==> config.mk <==
export PLATFORM = sky130hd
export DESIGN_NAME = obi_sram_arbiter
export DESIGN_NICKNAME = d
export VERILOG_FILES = /design/src/rtl/sram_arb_pkg.sv /design/src/rtl/sram_arb_id_fifo.sv /design/src/rtl/obi_sram_arbiter.sv
export SDC_FILE = /design/constraint.sdc
export NUM_CORES = 1
export LEC_CHECK = 0
export ABC_AREA = 1
export BUFFER_PORTS_ARGS = -buffer_cell sky130_fd_sc_hd__buf_2
export CORE_AREA = 2 2 122 124
export CTS_CLUSTER_DIAMETER = 40
export CTS_CLUSTER_SIZE = 24
export DETAILED_ROUTE_END_ITERATION = 6
export DIE_AREA = 0 0 124 126
export HOLD_SLACK_MARGIN = 0.12
export PLACE_DENSITY = 0.47
export SETUP_SLACK_MARGIN = 0.05
export SYNTH_ARGS = -nofsm -noshare
export SYNTH_HDL_FRONTEND = slang
export SYNTH_SLANG_ARGS = --single-unit
==> constraint.sdc <==
create_clock -name clk_i -period 2.1 [get_ports clk_i]
set_clock_uncertainty 0.15 [all_clocks]
set_input_delay 0.21 -clock clk_i [delete_from_list [all_inputs] [get_ports clk_i]]
set_output_delay 0.21 -clock clk_i [all_outputs]
set_load 0.005 [all_outputs]
==> src/rtl/sram_arb_pkg.sv <==
// rtl/sram_arb_pkg.sv - shared manager IDs and limits for the OBI SRAM arbiter
package sram_arb_pkg;

    localparam int MAX_OUTSTANDING_LIMIT = 4;

    typedef enum logic {
        MGR_CORE = 1'b0,
        MGR_HOST = 1'b1
    } mgr_id_e;

endpackage

==> src/rtl/sram_arb_id_fifo.sv <==
// rtl/sram_arb_id_fifo.sv - in-order FIFO of granted manager IDs awaiting a response
module sram_arb_id_fifo
    import sram_arb_pkg::*;
#(
    parameter  int DEPTH = 2,
    localparam int CW    = $clog2(DEPTH + 1),
    localparam int PW    = (DEPTH > 1) ? $clog2(DEPTH) : 1
) (
    input  logic          clk_i,
    input  logic          rst_ni,
    input  logic          push,
    input  logic          pop,
    input  mgr_id_e       din,
    output mgr_id_e       dout,
    output logic          full,
    output logic          empty,
    output logic [CW-1:0] count
);

    mgr_id_e       mem_q [DEPTH];
    mgr_id_e       mem_d [DEPTH];
    logic [PW-1:0] wptr_q, wptr_d;
    logic [PW-1:0] rptr_q, rptr_d;
    logic [CW-1:0] count_q, count_d;
    logic          do_push, do_pop;

    function automatic logic [PW-1:0] wrap_inc(input logic [PW-1:0] p);
        return (p == PW'(DEPTH - 1)) ? '0 : p + PW'(1);
    endfunction

    assign full  = (count_q == CW'(DEPTH));
    assign empty = (count_q == '0);
    assign count = count_q;
    assign dout  = mem_q[rptr_q];

    // A push into a full FIFO is legal only when the head leaves in the same cycle.
    always_comb begin
        do_pop  = pop && !empty;
        do_push = push && (!full || do_pop);
        mem_d   = mem_q;
        wptr_d  = wptr_q;
        rptr_d  = rptr_q;
        count_d = count_q;
        if (do_push) begin
            mem_d[wptr_q] = din;
            wptr_d        = wrap_inc(wptr_q);
        end
        if (do_pop) begin
            rptr_d = wrap_inc(rptr_q);
        end
        case ({do_push, do_pop})
            2'b10:   count_d = count_q + CW'(1);
            2'b01:   count_d = count_q - CW'(1);
            default: count_d = count_q;
        endcase
    end

    always_ff @(posedge clk_i or negedge rst_ni) begin
        if (!rst_ni) begin
            for (int i = 0; i < DEPTH; i++) begin
                mem_q[i] <= MGR_CORE;
            end
            wptr_q  <= '0;
            rptr_q  <= '0;
            count_q <= '0;
        end else begin
            mem_q   <= mem_d;
            wptr_q  <= wptr_d;
            rptr_q  <= rptr_d;
            count_q <= count_d;
        end
    end

endmodule

==> src/rtl/obi_sram_arbiter.sv <==
// rtl/obi_sram_arbiter.sv - two-manager round-robin OBI arbiter in front of one SRAM port
module obi_sram_arbiter
    import sram_arb_pkg::*;
#(
    parameter int MAX_OUTSTANDING = 2,
    parameter int START_PRIO      = 0
) (
    input  logic        clk_i,
    input  logic        rst_ni,

    input  logic        m0_req_i,
    output logic        m0_gnt_o,
    input  logic [31:0] m0_addr_i,
    input  logic        m0_we_i,
    input  logic [3:0]  m0_be_i,
    input  logic [31:0] m0_wdata_i,
    output logic        m0_rvalid_o,
    output logic [31:0] m0_rdata_o,

    input  logic        m1_req_i,
    output logic        m1_gnt_o,
    input  logic [31:0] m1_addr_i,
    input  logic        m1_we_i,
    input  logic [3:0]  m1_be_i,
    input  logic [31:0] m1_wdata_i,
    output logic        m1_rvalid_o,
    output logic [31:0] m1_rdata_o,

    output logic        s_req_o,
    input  logic        s_gnt_i,
    output logic [31:0] s_addr_o,
    output logic        s_we_o,
    output logic [3:0]  s_be_o,
    output logic [31:0] s_wdata_o,
    input  logic        s_rvalid_i,
    input  logic [31:0] s_rdata_i,

    output logic        protocol_err_o
);

    localparam int      CW       = $clog2(MAX_OUTSTANDING + 1);
    localparam mgr_id_e START_ID = (START_PRIO != 0) ? MGR_HOST : MGR_CORE;

    mgr_id_e       prio_q, prio_d;
    mgr_id_e       sel;
    mgr_id_e       head_id;
    logic          err_q, err_d;
    logic          any_req, hs, pop;
    logic          fifo_full, fifo_empty;
    logic [CW-1:0] outstanding;
    logic          unused_outstanding;

    assign unused_outstanding = ^outstanding;

    sram_arb_id_fifo #(
        .DEPTH (MAX_OUTSTANDING)
    ) u_id_fifo (
        .clk_i  (clk_i),
        .rst_ni (rst_ni),
        .push   (hs),
        .pop    (pop),
        .din    (sel),
        .dout   (head_id),
        .full   (fifo_full),
        .empty  (fifo_empty),
        .count  (outstanding)
    );

    always_comb begin
        any_req = m0_req_i || m1_req_i;
        if (m0_req_i && m1_req_i) begin
            sel = prio_q;
        end else if (m1_req_i) begin
            sel = MGR_HOST;
        end else begin
            sel = MGR_CORE;
        end

        // A response retiring this cycle frees a slot, so a full FIFO still grants.
        pop     = rst_ni && s_rvalid_i && !fifo_empty;
        s_req_o = rst_ni && any_req && (!fifo_full || pop);
        hs      = s_req_o && s_gnt_i;

        s_addr_o  = '0;
        s_we_o    = 1'b0;
        s_be_o    = '0;
        s_wdata_o = '0;
        if (any_req) begin
            if (sel == MGR_HOST) begin
                s_addr_o  = m1_addr_i;
                s_we_o    = m1_we_i;
                s_be_o    = m1_be_i;
                s_wdata_o = m1_wdata_i;
            end else begin
                s_addr_o  = m0_addr_i;
                s_we_o    = m0_we_i;
                s_be_o    = m0_be_i;
                s_wdata_o = m0_wdata_i;
            end
        end

        m0_gnt_o    = hs && (sel == MGR_CORE);
        m1_gnt_o    = hs && (sel == MGR_HOST);
        m0_rvalid_o = pop && (head_id == MGR_CORE);
        m1_rvalid_o = pop && (head_id == MGR_HOST);
        m0_rdata_o  = m0_rvalid_o ? s_rdata_i : '0;
        m1_rdata_o  = m1_rvalid_o ? s_rdata_i : '0;

        prio_d = prio_q;
        if (hs) begin
            prio_d = (sel == MGR_CORE) ? MGR_HOST : MGR_CORE;
        end
        err_d = err_q || (s_rvalid_i && fifo_empty);
    end

    assign protocol_err_o = err_q;

    always_ff @(posedge clk_i or negedge rst_ni) begin
        if (!rst_ni) begin
            prio_q <= START_ID;
            err_q  <= 1'b0;
        end else begin
            prio_q <= prio_d;
            err_q  <= err_d;
        end
    end

endmodule
## Word level (Yosys, flattened, before mapping)

Cells that the tools add are included.

| storage, ports and cells | value |
|---|---|
| bits in registers | 8 |
| input port bits | 176 |
| output and inout bits | 139 |
| word-level logic and storage cells | 65 |

| operators by class | value |
|---|---|
| add/subtract/negate cells | 4 |
| magnitude comparators | 3 |
| eq/ne operators | 3 |
| muxes and demuxes | 22 |
| bitwise logic cells | 4 |
| reductions and logical operators | 22 |

Operator list:

| kind | count |
|---|---|
| two-way mux 32 bit | 6 |
| logical AND 1 bit | 14 |
| two-way mux 1 bit | 11 |
| two-way mux 4 bit | 2 |
| equality test 2 bit (second input constant) | 2 |
| greater-or-equal comparator 2 bit (second input constant) | 2 |
| logical OR 1 bit | 4 |
| NOT 1 -> 2 bit | 2 |
| case mux 2 bit (2 select lines) | 1 |
| adder 1 bit (second input constant) | 2 |
| adder 2 x 1 -> 2 bit (second input constant) | 1 |
| bitwise mux 2 bit | 1 |
| equality test 2 x 1 -> 1 bit (second input constant) | 1 |
| logical NOT 1 bit | 2 |
| logical NOT 2 bit | 1 |
| < comparator 2 x 1 -> 1 bit (second input constant) | 1 |
| NOT 1 bit | 2 |
| nonzero test 2 bit | 1 |
| subtractor 2 x 1 -> 2 bit (second input constant) | 1 |
| demux 1 bit (select 1 bit) | 1 |

## Depth between registers and ports, before layout

Gate-level depths: netlist of the first run.

| depth | value |
|---|---|
| word-level depth | 9 |
| depth in mapped cells | 8 |
| gate-level depth less buffers | 8 |

## By module

A second synthesis of the first run with hierarchy kept.

| second synthesis, totals | value |
|---|---|
| cells, all modules | 399 |
| area, all modules | 1965.6 sq um |

Modules (own cells, without submodules):

| module | instances | cells each | area each (sq um) | sequential area each (sq um) |
|---|---|---|---|---|
| obi_sram_arbiter | 1 | 359 | 1647.8 | 50.0 |
| sram_arb_id_fifo | 1 | 40 | 317.8 | 150.1 |

## Least setup slack after synthesis of the first run

OpenSTA, ideal clock, no wires.

| path | value |
|---|---|
| kind | register -> register |
| start | register u_id_fifo.count_q[0], in the netlist u_id_fifo.count[0] |
| end | register u_id_fifo.count_q[1], in the netlist u_id_fifo.count[1] |
| setup time | 131 ps |
| arrival | 1373 ps |
| required time | 1819 ps |
| setup slack | 446 ps |
| stages on the path, launching flop included | 8 |
| buffers on the path | 0 |
| period minus slack after synthesis | 1654 ps |
| cell sequence | dfrtp_1 > inv_2 > nand3_1 > nand3_1 > ha_1 > a21oi_1 > o21ai_0 > xor2_1 |

| between the ends | value |
|---|---|
| word-level cells in the longest chain between the ends | 9 |
| elaborated cells on any way between the ends | 17 |
| those cells by class | add/sub (2); eq/ne (3); mux (1); reduce/logical (11) |

RTL lines:

| what | line | text |
|---|---|---|
| start: declaration | sram_arb_id_fifo.sv:24 | `logic [CW-1:0] count_q, count_d;` |
| start signal: assignment | sram_arb_id_fifo.sv:70 | `count_q <= count_d;` |
| logical NOT 2 bit | sram_arb_id_fifo.sv:32 | `assign empty = (count_q == '0);` |
| logical NOT 1 bit | sram_arb_id_fifo.sv:38, obi_sram_arbiter.sv:80 |  |
| logical AND 1 bit | obi_sram_arbiter.sv:80 | `pop = rst_ni && s_rvalid_i && !fifo_empty;` |
| logical OR 1 bit | obi_sram_arbiter.sv:81 | `s_req_o = rst_ni && any_req && (!fifo_full \|\| pop);` |
| logical AND 1 bit | obi_sram_arbiter.sv:81 |  |
| logical AND 1 bit | obi_sram_arbiter.sv:82 | `hs = s_req_o && s_gnt_i;` |
| logical AND 1 bit | sram_arb_id_fifo.sv:39 | `do_push = push && (!full \|\| do_pop);` |
| equality test 2 x 1 -> 1 bit or equality test 2 bit (tied branches) | sram_arb_id_fifo.sv:51 | `case ({do_push, do_pop})` |
| case mux 2 bit (2 select lines) or nonzero test 2 bit (tied branches) | n/a |  |

Several ways; a longest one is shown, not always the timed one.
A chain may end at the register's enable or synchronous reset.

## Worst setup path in the final report of the first run

| path | value |
|---|---|
| start | register u_id_fifo.rptr_q |
| end | output m1_rdata_o[21] |

| between the ends | value |
|---|---|
| word-level cells in the longest chain between the ends | 6 |

RTL lines:

| what | line | text |
|---|---|---|
| start: declaration | sram_arb_id_fifo.sv:23 | `logic [PW-1:0] rptr_q, rptr_d;` |
| start signal: assignment | sram_arb_id_fifo.sv:69 | `rptr_q <= rptr_d;` |
| NOT 1 -> 2 bit (implied by the code) | sram_arb_id_fifo.sv:34 | `assign dout = mem_q[rptr_q];` |
| two-way mux 1 bit (implied by the code) (3 in series) | sram_arb_id_fifo.sv:34 |  |
| logical AND 1 bit | obi_sram_arbiter.sv:105 | `m1_rvalid_o = pop && (head_id == MGR_HOST);` |
| two-way mux 32 bit | obi_sram_arbiter.sv:107 | `m1_rdata_o = m1_rvalid_o ? s_rdata_i : '0;` |
| end: declaration | obi_sram_arbiter.sv:27 | `output logic [31:0] m1_rdata_o,` |

No other way between the ends. The select of a mux whose other input is x is not followed.

==> key figures, run 1 <==
Finish
  • Most common cell after layout, fill and taps aside: buf_2
  • # nets final: 862
  • Share of layout cells above drive strength 1: 50.66%
  • Most frequent cells in the layout: buf_2, nand2_1, nor2_1
  • Final cell count without fillers: 867
  • Fill cells: 1,719
  • Final instance area: 3734 µm²
  • Synth-to-layout area growth: 87.91%
  • Ant diodes: 0

STA
  • Min Clock Period, post-route: 1.910 ns
  • Achievable Freq: 523.6 MHz
  • Rel. slew slack: 77.19%
  • Final setup TNS: 0 ns
  • # setup viols final: 0
  • Slew @ Worst Pin: 0.3421 ns
  • Post-route clock period utilization: 90.94%
  • RSZ-0062 raised after global routing: no
  • Hold_ws: 0.1372 ns
  • Final Hold Viols: 0
  • Max-slew violations: 0

Drt
  • Met2 WL: 5418 µm
  • First-pass DRT Iterations: 4
  • Final wirelength: 10,270 µm
  • WL met3: 1005 µm
  • DRC viols: 0
  • Routed wire length per instance: 11.85 µm
  • DR vias: 3,363
  • Post-route ant nets: 0
  • Top Layer Used: met4
  • Drt initial violations: 55
  • WL met1: 3776 µm
  • Vias/cell: 3.879

Clock network
  • Htree depth: 1
  • Total CTS buffers: 3
  • # Post-CTS Setup Buffers: 0
  • Buffer depth of the longest clock path: 2
  • Clk_lat worst skew: 0.23 ns
  • CTS tree: yes
  • Clock root buffer: clkbuf_16
  • Clock Pin Slew Worst Setup and Hold Paths: 0.04 ns
  • CTS sink cnt: 8

Power
  • Cell-internal power: 0.001037 W
  • Pwr dens: 509.9 nW/µm²
  • Combinational power share: 68.4%
  • Sw Share: 45.51%
  • Sequential power share: 14.6%
  • Leak: 2.406 nW
  • Switching pwr: 0.0008663 W
  • Peak supply drop: 0.0002463 V
  • Clk pwr share: 17.0%

Global route
  • Total GRT Usage: 11.54%
  • Vias in the first global route: 2,925
  • Number of antenna violations at the first check in global routing: 1
  • GRT overflow: 0
  • First-pass GRT wire length: 14,330 µm
  • Largest net degree at the start of global routing: 76

Critical path
  • CP Buf/Inv Count: 3
  • CP max FO: 32
  • CP max-delay cell: dfrtp_1
  • Critical-path cell list: inv_1 > or2_1 > o21ai_2 > nor2_4 > inv_4 > nor2_1 > buf_2
  • CP top delay family: buffers and inverters
  • CP Class: register to output port
  • Worst setup SP type: register
  • CP arrival: 1.55 ns
  • Critical Path RT: 1.74 ns
  • Crit path largest cell delay: 0.35 ns
  • CP endpoint kind: output port

Place
  • Post-Place Cell Area: 3627 µm²
  • Count of input and output buffers: 314
  • Final GP Congestion: 0.7824
  • Dpl cells: 862
  • HPWL after DPL: 8962 µm

Yosys
  • Ys flop type: dfrtp_1
  • Synth top area share: 27.58%
  • Ys async rst share: 100.0%
  • Mapped Cells: 388
  • Number of enable-type register cells in the synthesized netlist: 0
  • Net count after synthesis: 565
  • Synth cell types: 28
  • Mapped Area: 1987 µm²
  • Ranking of synthesized cells by area: nand2_1, o21ai_0, nor2_1
  • Mean Syn Cell Area: 5.121 µm²
  • Sequential fraction of the synthesis area: 10.08%
  • Yosys reg bits: 8
  • Syn. warnings: 0
  • Leading area contributor after synthesis: nand2_1

Floorplanning
  • Starting Density: 13.88%
  • Die Y: 126 µm
  • Io pins: 315
  • Core Area: 14,310 µm²
  • Die Width: 124 µm
  • Die area: 15,620 µm²
  • Row count: 44

Run
  • # Max-Cap Violations: 0

Status
  • Status: finished, final reports clean

Hold path
  • Hold Crit Class: primary input to register
==> worst register-to-register path: stages, from the launching register on <==
cell and delay, ns:
dfrtp_1 0.41, inv_2 0.08, nand2_2 0.06, nand3_2 0.12, inv_2 0.09, ha_1 0.33
a21oi_1 0.11, o21ai_0 0.11, xor2_1 0.15
==> through the flow <==
step                      worst slack, ns  utilization, %  power [W]
after floorplan                    0.4460               -   0.001044
after global placement             0.3548           25.34   0.001588
after detailed placement           0.3262           25.34   0.001582
after CTS                         0.07073           26.01   0.001915
after global routing              0.08624           26.08   0.002108
final                              0.1902           26.08   0.001904
==> final cells by class <==
| type | instances | area, µm² | share of cell area (%) |
|---|---|---|---|
| Clock buffer | 3 | 75.07 | 2.011 |
| Inverter | 43 | 163.9 | 4.390 |
| Tap cell | 184 | 230.2 | 6.166 |
| Multi-Input combinational cell | 308 | 1398 | 37.43 |
| Sequential cell | 8 | 200.2 | 5.362 |
| Timing Repair Buffer | 321 | 1667 | 44.64 |
==> flip-flops by register name, summed over array words and instances (netlist names) <==
name / flops
u_id_fifo.wptr_q: 1
protocol_err_o: 1
prio_q: 1
u_id_fifo.mem_q: 2
u_id_fifo.count: 2
u_id_fifo.rptr_q: 1
==> Yosys cell counts (2+ instances only) <==
cell,instances
nand2_1,146
nor2_2,3
clkbuf_1,11
buf_6,14
o21ai_0,61
inv_2,4
nand3_1,2
nor2_1,66
buf_2,2
nand4_1,4
dfrtp_1,8
inv_1,39
nor2_4,2
xor2_1,2
o21ai_2,11
==> cells by family after synthesis <==
| family | after synthesis | synth area share [%] |
|---|---|---|
| AND/OR/NAND/NOR | 229 | 46.85 |
| adder cells (fa/ha/maj) | 1 | 0.6296 |
| buffers and inverters | 72 | 20.03 |
| XOR/XNOR | 3 | 1.323 |
| AO/OA/AOI/OAI | 75 | 21.10 |
| flip-flops | 8 | 10.08 |
==> layer usage <==
| layer | vias to the layer above | global-route usage, % |
|---|---|---|
| li1 | 1776 | - |
| met5 | - | 0 |
| met3 | 7 | 2.129 |
| met2 | 205 | 23.72 |
| met4 | 0 | 1.256 |
| met1 | 1375 | 12.12 |
==> path summary, 6_finish.rpt <==
path	start	end	slack, ns	depth (start not counted)
worst max-delay path	u_id_fifo.rptr_q	m1_rdata_o[21]	0.19	7
worst min-delay path	s_rvalid_i	protocol_err_o	0.14	3
worst max register to register	u_id_fifo.count[0]	u_id_fifo.count[1]	0.36	8
worst min register to register	u_id_fifo.mem_q[0]	u_id_fifo.mem_q[0]	0.32	2
max in group asynchronous	rst_ni	u_id_fifo.wptr_q	1.23	3
min in group asynchronous	rst_ni	u_id_fifo.mem_q[1]	0.24	2
==> power by group through the flow <==
stage               Clock (W)  Sequential [W]  Combinational, W
finish               0.000324        0.000279           0.00130
global route         0.000336        0.000292           0.00148
CTS                  0.000326        0.000280           0.00131
detailed placement          0        0.000282           0.00130
global placement            0        0.000283           0.00131
floorplan                   0        0.000269          0.000775
==> what timing repair did <==
action                                  4_1_cts  5_1_grt
gates resized for setup                       0        3
endpoints found under the setup margin        0       33
hold buffers                                  2        0
hold endpoints to repair                     10        0
Power figures use the tool's default switching activity.
==> inputs of run 2 (changes only) <==
--- a/config.mk
+++ b/config.mk
@@ -13,7 +13,7 @@
 export DETAILED_ROUTE_END_ITERATION = 6
 export DIE_AREA = 0 0 124 126
 export HOLD_SLACK_MARGIN = 0.12
-export PLACE_DENSITY = 0.47
+export PLACE_DENSITY = 0.49
 export SETUP_SLACK_MARGIN = 0.05
 export SYNTH_ARGS = -nofsm -noshare
 export SYNTH_HDL_FRONTEND = slang
==> constraint.sdc (replaced) <==
create_clock -name clk_i -period 1.65 [get_ports clk_i]
set_clock_uncertainty 0.15 [all_clocks]
set_input_delay 0.165 -clock clk_i [delete_from_list [all_inputs] [get_ports clk_i]]
set_output_delay 0.165 -clock clk_i [all_outputs]
set_load 0.005 [all_outputs]
==> run 2 against run 1 <==
  * Clock power rose by 30%
  * Die area unchanged
  * Largest power group unchanged
  * The flow now finishes with violations (setup timing)
  * Combinational power grew 150%
  * Power is 110% higher
  * Critical path type unchanged
  * First-iteration DRC count rose by 100%
  * Via count rose by 13%
  * Critical path depth is the same
  * Worst hold slack better by 0.0037 ns
  * Core utilization rose by 10 points
  * Cell area grew 39%
  * Register-to-register slack worse by 0.40 ns
  * Cell count grew 5.4%
==> key figures, run 2 (synthesis results as in run 1) <==
STA
  • # setup viols final: 135 (was 0)
  • Final Hold Viols: 0 (unchanged)
  • Final setup TNS: -17.39 ns (was 0 ns)
  • Max-slew violations: 0 (unchanged)
  • Slew @ Worst Pin: 0.2940 ns (was 0.3421 ns)
  • Achievable Freq: 539.8 MHz
  • Post-route clock period utilization: 112.3%
  • Rel. slew slack: 80.40% (was 77.19%)
  • Setup WS post-layout: -0.2026 ns (was 0.1902 ns)
  • Hold_ws: 0.1409 ns (was 0.1372 ns)
  • RSZ-0062 raised after global routing: yes (was no)
  • Min Clock Period, post-route: 1.853 ns

Finish
  • Ant diodes: 0 (unchanged)
  • Utilization after layout: 36.26% (was 26.08%)
  • # nets final: 909 (was 862)
  • Share of layout cells above drive strength 1: 69.73% (was 50.66%)
  • Most common cell after layout, fill and taps aside: buf_2 (unchanged)
  • Most frequent cells in the layout: buf_2, nand2_1, o21ai_2 (was buf_2, nand2_1, nor2_1)
  • Synth-to-layout area growth: 161.2% (was 87.91%)

Critical path
  • Critical Path RT: 1.33 ns (was 1.74 ns)
  • CP max FO: 8 (was 32)
  • Worst r2r dst: u_id_fifo.count[1] (unchanged)
  • CP max-delay cell: dfrtp_1 (unchanged)
  • Critical-path cell list: nor2_4 > nor2_8 > buf_12 > clkbuf_16 > nand2_2 > o21ai_1 > buf_2 (was inv_1 > or2_1 > o21ai_2 > nor2_4 > inv_4 > nor2_1 > buf_2)
  • Reg-to-Reg Start: u_id_fifo.count[0] (unchanged)
  • R2R Setup Slk: -0.04 ns (was 0.36 ns)
  • Worst setup SP type: register (unchanged)
  • Crit path largest cell delay: 0.39 ns (was 0.35 ns)
  • R2R depth: 9 (was 8)
  • CP Class: register to output port (unchanged)
  • CP endpoint kind: output port (unchanged)
  • CP arrival: 1.54 ns (was 1.55 ns)

Clock network
  • Total CTS buffers: 3 (unchanged)
  • Buffer depth of the longest clock path: 2 (unchanged)
  • Htree depth: 1 (unchanged)
  • Clock Pin Slew Worst Setup and Hold Paths: 0.04 ns (about the same)
  • Clk_lat worst skew: 0.24 ns (was 0.23 ns)
  • Clock root buffer: clkbuf_16 (unchanged)
  • CTS tree: yes (unchanged)
  • CTS sink cnt: 8 (unchanged)

Global route
  • Vias in the first global route: 3,208 (was 2,925)
  • First-pass GRT wire length: 16,690 µm (was 14,330 µm)
  • Total GRT Usage: 13.84% (was 11.54%)
  • Number of antenna violations at the first check in global routing: 1 (unchanged)
  • GRT overflow: 0 (unchanged)
  • Largest net degree at the start of global routing: 70 (was 76)

Floorplanning
  • Die Width: 124 µm (unchanged)
  • Die Y: 126 µm (unchanged)
  • Io pins: 315 (unchanged)
  • Row count: 44 (unchanged)
  • Starting Density: 13.88% (unchanged)
  • Core Area: 14,310 µm² (unchanged)
  • Die area: 15,620 µm² (unchanged)

Hold path
  • Hold Path End: u_id_fifo.mem_q[0] (was protocol_err_o)
  • WHS Path Cells: 4 (was 3)
  • Hold path start: s_gnt_i (was s_rvalid_i)
  • Hold Crit Class: primary input to register (unchanged)

Power
  • Leak: 2.948 nW (was 2.406 nW)
  • Total power: 0.003991 W (was 0.001904 W)
  • Peak supply drop: 0.0003954 V (was 0.0002463 V)
  • Pwr dens: 768.9 nW/µm² (was 509.9 nW/µm²)

Drt
  • Final wirelength: 13,140 µm (was 10,270 µm)
  • Vias/cell: 4.158 (was 3.879)
  • Post-route ant nets: 0 (unchanged)
  • Drt initial violations: 112 (was 55)
  • First-pass DRT Iterations: 4 (unchanged)
  • DR vias: 3,800 (was 3,363)
  • DRC viols: 0 (unchanged)
  • Routed wire length per instance: 14.38 µm (was 11.85 µm)

Place
  • Final GP Congestion: 0.7328 (was 0.7824)
  • Dpl ws: -0.01391 ns (was 0.3262 ns)
  • Count of input and output buffers: 314 (unchanged)
  • HPWL after DPL: 8791 µm (was 8962 µm)

Status
  • Status: complete, but fails checks (was finished, final reports clean)
  • Failing checks: setup timing

Run
  • # Max-Cap Violations: 0 (unchanged)
-- run 2: cell types whose count changed in the layout (fill, tap and decap cells not counted), sizes merged --
cell         change
inv              -1
clkbuf           +4
dlygate4sd3      +1
nand2            +4
buf             +38
clkinv           +1
-- run 2: area by class of cell --
cell class                      count  area (µm²)
Fill cell                        1538        9124
Clock buffer                        3       75.07
Tap cell                          184       230.2
Sequential cell                     8       200.2
Timing Repair Buffer              364        2441
Inverter                           43       192.7
Multi-Input combinational cell    312        2051
-- run 2: how the worst max path moves through the flow --
| stage | from | to | slack [ns] | depth (start not counted) |
|---|---|---|---|---|
| 3_5_place_dp | prio_q | s_be_o[1] | -0.01 | 5 |
| 3_3_place_gp | prio_q | s_be_o[1] | 0.006 | 5 |
| 5_1_grt | u_id_fifo.rptr_q | m0_rdata_o[21] | -0.26 | 7 |
| 4_1_cts | u_id_fifo.mem_q[0] | m0_rdata_o[9] | -0.16 | 6 |
| 6_report | prio_q | s_addr_o[30] | -0.20 | 7 |
| 2_1_floorplan | u_id_fifo.count[0] | u_id_fifo.count[1] | 0.09 | 7 |
-- run 2: through the flow --
step / instance area, µm² / std cells
after floorplan: 2012 / 388
after global placement: 3730 / 869
after detailed placement: 3730 / 869
after CTS: 4573 / 899
after global routing: 5190 / 914
final: 5190 / 914
-- run 2: worst max-delay path, delay by kind of cell, from the launching register on --
family	cells	cell delay, ns
flip-flops	1	0.39
AND/OR/NAND/NOR	3	0.32
AO/OA/AOI/OAI	1	0.05
buffers and inverters	3	0.53
-- run 2: metal layers --
metal | global-route usage, % | share of wire, % | vias to the layer above
li1 | - | - | 1888
met1 | 15.86 | 39 | 1685
met2 | 26.83 | 52 | 210
met3 | 2.400 | 7.9 | 15
met4 | 1.917 | 1.1 | 2
met5 | 0 | 0.099 | -
-- run 2: repair_timing --
| action | 4_1_cts | 5_1_grt |
|---|---|---|
| cloned | 14 | 7 |
| endpoints found under the hold margin | 10 | 0 |
| buffers inserted | 10 | 8 |
| hold buffers | 3 | 0 |
| gates resized for setup | 145 | 107 |
| setup endpoints to repair | 137 | 137 |
| pin swaps | 9 | 6 |
-- run 2: power by group --
part	total (W)	internal, W	switching (W)
combinational	0.00321	0.00157	0.00164
sequential	0.000361	0.000284	0.0000769
clock	0.000420	0.000314	0.000106
==> inputs of run 3 (changes only) <==
--- a/config.mk
+++ b/config.mk
@@ -5,15 +5,14 @@
 export SDC_FILE = /design/constraint.sdc
 export NUM_CORES = 1
 export LEC_CHECK = 0
-export ABC_AREA = 1
 export BUFFER_PORTS_ARGS = -buffer_cell sky130_fd_sc_hd__buf_2
-export CORE_AREA = 2 2 122 124
+export CORE_AREA = 2 2 123 125
 export CTS_CLUSTER_DIAMETER = 40
 export CTS_CLUSTER_SIZE = 24
 export DETAILED_ROUTE_END_ITERATION = 6
-export DIE_AREA = 0 0 124 126
+export DIE_AREA = 0 0 125 127
 export HOLD_SLACK_MARGIN = 0.12
-export PLACE_DENSITY = 0.49
+export PLACE_DENSITY = 0.5
 export SETUP_SLACK_MARGIN = 0.05
 export SYNTH_ARGS = -nofsm -noshare
 export SYNTH_HDL_FRONTEND = slang
==> run 3 against run 2 <==
  * Synthesized area rose by 11%
  * Sequential share of layout area fell by 0.091 points
  * Critical endpoint is now m0_rdata_o[3]
  * Non-clock buffer count rose by 1
  * Largest cell class unchanged
  * Fmax fell by 3.1%
  * Sequential power rose by 22%
  * Critical path type unchanged
  * Cell area rose by 5.0%
  * The run still ends with setup timing left
  * Worst setup slack got worse by 0.059 ns
  * First-iteration DRC count fell by 31%
  * Global-route usage rose by 0.59 points
  * Clock power fell by 1%
  * Worst hold slack got worse by 0.0054 ns
  * Power rose by 20%
==> key figures, run 3 <==
Status
  • Status: complete, but fails checks (unchanged)
  • Failing checks: setup timing (unchanged)

Yosys
  • Mean Syn Cell Area: 6.525 µm² (was 5.121 µm²)
  • Synth cell types: 25 (was 28)
  • Sequential fraction of the synthesis area: 9.050% (was 10.08%)
  • Ranking of synthesized cells by area: mux2i_1, and3_1, inv_1 (was nand2_1, o21ai_0, nor2_1)
  • Syn. warnings: 0 (unchanged)
  • Mapped Area: 2212 µm² (was 1987 µm²)
  • Net count after synthesis: 516 (was 565)
  • Ys async rst share: 100.0% (unchanged)
  • Yosys reg bits: 8 (unchanged)
  • Ys flop type: dfrtp_1 (unchanged)
  • Synth top area share: 31.67% (was 27.58%)
  • Leading area contributor after synthesis: mux2i_1 (was nand2_1)
  • Synth cell count leaders: inv_1, mux2i_1, nand2_1, and3_1, clkbuf_1 (was nand2_1, nor2_1, o21ai_0, inv_1, buf_6)
  • Mapped Cells: 339 (was 388)
  • Number of enable-type register cells in the synthesized netlist: 0 (unchanged)

Clock network
  • Buffer depth of the longest clock path: 2 (unchanged)
  • Total CTS buffers: 3 (unchanged)
  • Htree depth: 1 (unchanged)
  • Clock Pin Slew Worst Setup and Hold Paths: 0.04 ns (about the same)
  • CTS tree: yes (unchanged)
  • Clock root buffer: clkbuf_16 (unchanged)
  • CTS sink cnt: 8 (unchanged)
  • Clk_lat worst skew: 0.23 ns (was 0.24 ns)

Global route
  • GRT overflow: 0 (unchanged)
  • First-pass GRT wire length: 18,290 µm (was 16,690 µm)
  • Total GRT Usage: 14.44% (was 13.84%)
  • Largest net degree at the start of global routing: 50 (was 70)
  • Number of antenna violations at the first check in global routing: 0 (was 1)
  • Vias in the first global route: 3,330 (was 3,208)

Power
  • Pwr dens: 880.4 nW/µm² (was 768.9 nW/µm²)
  • Total power: 0.004797 W (was 0.003991 W)
  • Leak: 3.331 nW (was 2.948 nW)
  • Peak supply drop: 0.0004321 V (was 0.0003954 V)

Critical path
  • Critical Path RT: 1.33 ns (about the same)
  • Worst setup SP type: register (unchanged)
  • Critical-path cell list: buf_6 > mux2i_4 > buf_12 > clkbuf_16 > and3_1 > buf_2 (was nor2_4 > nor2_8 > buf_12 > clkbuf_16 > nand2_2 > o21ai_1 > buf_2)
  • CP max-delay cell: dfrtp_2 (was dfrtp_1)
  • CP endpoint kind: output port (unchanged)
  • CP arrival: 1.60 ns (was 1.54 ns)
  • CP Class: register to output port (unchanged)
  • CP max FO: 8 (unchanged)
  • Crit path largest cell delay: 0.41 ns (was 0.39 ns)

Drt
  • Vias/cell: 4.225 (was 4.158)
  • Drt initial violations: 77 (was 112)
  • First-pass DRT Iterations: 4 (unchanged)
  • DRC viols: 0 (unchanged)
  • Routed wire length per instance: 16.37 µm (was 14.38 µm)
  • Post-route ant nets: 0 (unchanged)
  • DR vias: 3,659 (was 3,800)
  • Final wirelength: 14,180 µm (was 13,140 µm)

Place
  • Count of input and output buffers: 314 (unchanged)
  • Dpl ws: -0.03550 ns (was -0.01391 ns)
  • HPWL after DPL: 9460 µm (was 8791 µm)
  • Final GP Congestion: 0.8401 (was 0.7328)

Finish
  • Ant diodes: 0 (unchanged)
  • Most frequent cells in the layout: buf_2, inv_1, nand2_1 (was buf_2, nand2_1, o21ai_2)
  • Utilization after layout: 37.78% (was 36.26%)
  • Synth-to-layout area growth: 146.3% (was 161.2%)
  • # nets final: 860 (was 909)
  • Most common cell after layout, fill and taps aside: buf_2 (unchanged)
  • Area of the multi-input gates: 2006 µm² (was 2051 µm²)
  • Fill cells: 1,488 (was 1,538)
  • Register Area: 205.2 µm² (was 200.2 µm²)
  • Share of layout cells above drive strength 1: 65.40% (was 69.73%)

STA
  • Setup WS post-layout: -0.2613 ns (was -0.2026 ns)
  • Final setup TNS: -23.39 ns (was -17.39 ns)
  • Hold_ws: 0.1355 ns (was 0.1409 ns)
  • Achievable Freq: 523.2 MHz (was 539.8 MHz)
  • # setup viols final: 136 (was 135)
  • Rel. slew slack: 84.31% (was 80.40%)
  • Final Hold Viols: 0 (unchanged)
  • Post-route clock period utilization: 115.8% (was 112.3%)
  • Min Clock Period, post-route: 1.911 ns (was 1.853 ns)
  • RSZ-0062 raised after global routing: yes (unchanged)
  • Slew @ Worst Pin: 0.2305 ns (was 0.2940 ns)
  • Max-slew violations: 0 (unchanged)

Run
  • # Max-Cap Violations: 0 (unchanged)

Floorplanning
  • Row count: 44 (unchanged)
  • Core Area: 14,420 µm² (was 14,310 µm²)
  • Die area: 15,880 µm² (was 15,620 µm²)
  • Starting Density: 15.34% (was 13.88%)
  • Io pins: 315 (unchanged)
  • Die Y: 127 µm (was 126 µm)
  • Die Width: 125 µm (was 124 µm)

Hold path
  • Hold Crit Class: primary input to register (unchanged)
[run 3: cell count changes after synthesis, sizes merged, moves of 4 or more]
| cell | change |
|---|---|
| nand2 | -78 |
| o31ai | +4 |
| inv | +28 |
| clkbuf | +4 |
| and3 | +64 |
| o21ai | -71 |
| nand4 | -4 |
| nor2 | -67 |
| mux2i | +70 |
[run 3: stage by stage]
stage,instance area [µm²],instances
after detailed placement,4126,829
after global placement,4126,829
after global routing,5449,866
after floorplan,2250,339
after CTS,4840,857
final,5449,866
[run 3: logic make-up (layout without fill, tap and decap cells)]
| group | after synthesis | after routing | share of synthesized area [%] |
|---|---|---|---|
| mux | 72 | 76 | 32.86 |
| flops | 8 | 8 | 9.050 |
| compound gates | 8 | 8 | 2.715 |
| simple gates | 144 | 144 | 32.52 |
| xor+xnor | 5 | 5 | 1.980 |
| fa+ha+maj | 1 | 1 | 0.5655 |
| buf+inv | 101 | 440 | 20.30 |
[run 3: layer usage]
| metal | track usage [%] | vias to the layer above | routed length (µm) |
|---|---|---|---|
| met5 | 0 | - | 0 |
| met4 | 4.314 | 0 | 527 |
| met3 | 1.759 | 28 | 974 |
| met2 | 28.32 | 219 | 7455 |
| met1 | 16.22 | 1631 | 5221 |
| li1 | - | 1781 | - |
[run 3: critical path: cells and delay by family, from the launching register on]
family                 cells  cell delay, ns
and+or+nand+nor            1            0.16
DFF                        1            0.41
buffers and inverters      4            0.57
muxes                      1            0.23
[run 3: path summary, 6_finish.rpt]
check                                   start            endpoint  slack [ns]  depth (start not counted)
max                          u_id_fifo.rptr_q       m0_rdata_o[3]       -0.26                          6
min                                   s_gnt_i  u_id_fifo.mem_q[0]        0.14                          4
max reg2reg                u_id_fifo.count[1]              prio_q        0.06                          5
min reg2reg                    protocol_err_o      protocol_err_o        0.29                          1
max in group asynchronous              rst_ni    u_id_fifo.rptr_q        0.52                          4
min in group asynchronous              rst_ni  u_id_fifo.count[1]        0.55                          4
[run 3: cell type report]
cell class / count / area share (%)
multi-input combinational: 234 / 36.81
timing repair buffer: 365 / 48.86
inverter: 71 / 4.891
sequential: 8 / 3.766
clock buffer: 4 / 1.447
tap: 184 / 4.225
[run 3: what timing repair did]
item / 4_1_cts / 5_1_grt
hold endpoints to repair: 9 / 8
pin swaps: 34 / 29
endpoints found under the setup margin: 138 / 140
setup buffers: 12 / 3
hold buffers: 2 / 2
resized for setup: 63 / 83
gates cloned: 11 / 5
[run 3: power breakdown]
group	total (W)	switching (W)	internal, W	leakage, nW
Clock	0.000416	0.0000941	0.000322	0.0382
Combinational	0.00394	0.00172	0.00222	3.21
Sequential	0.000441	0.000147	0.000294	0.0875
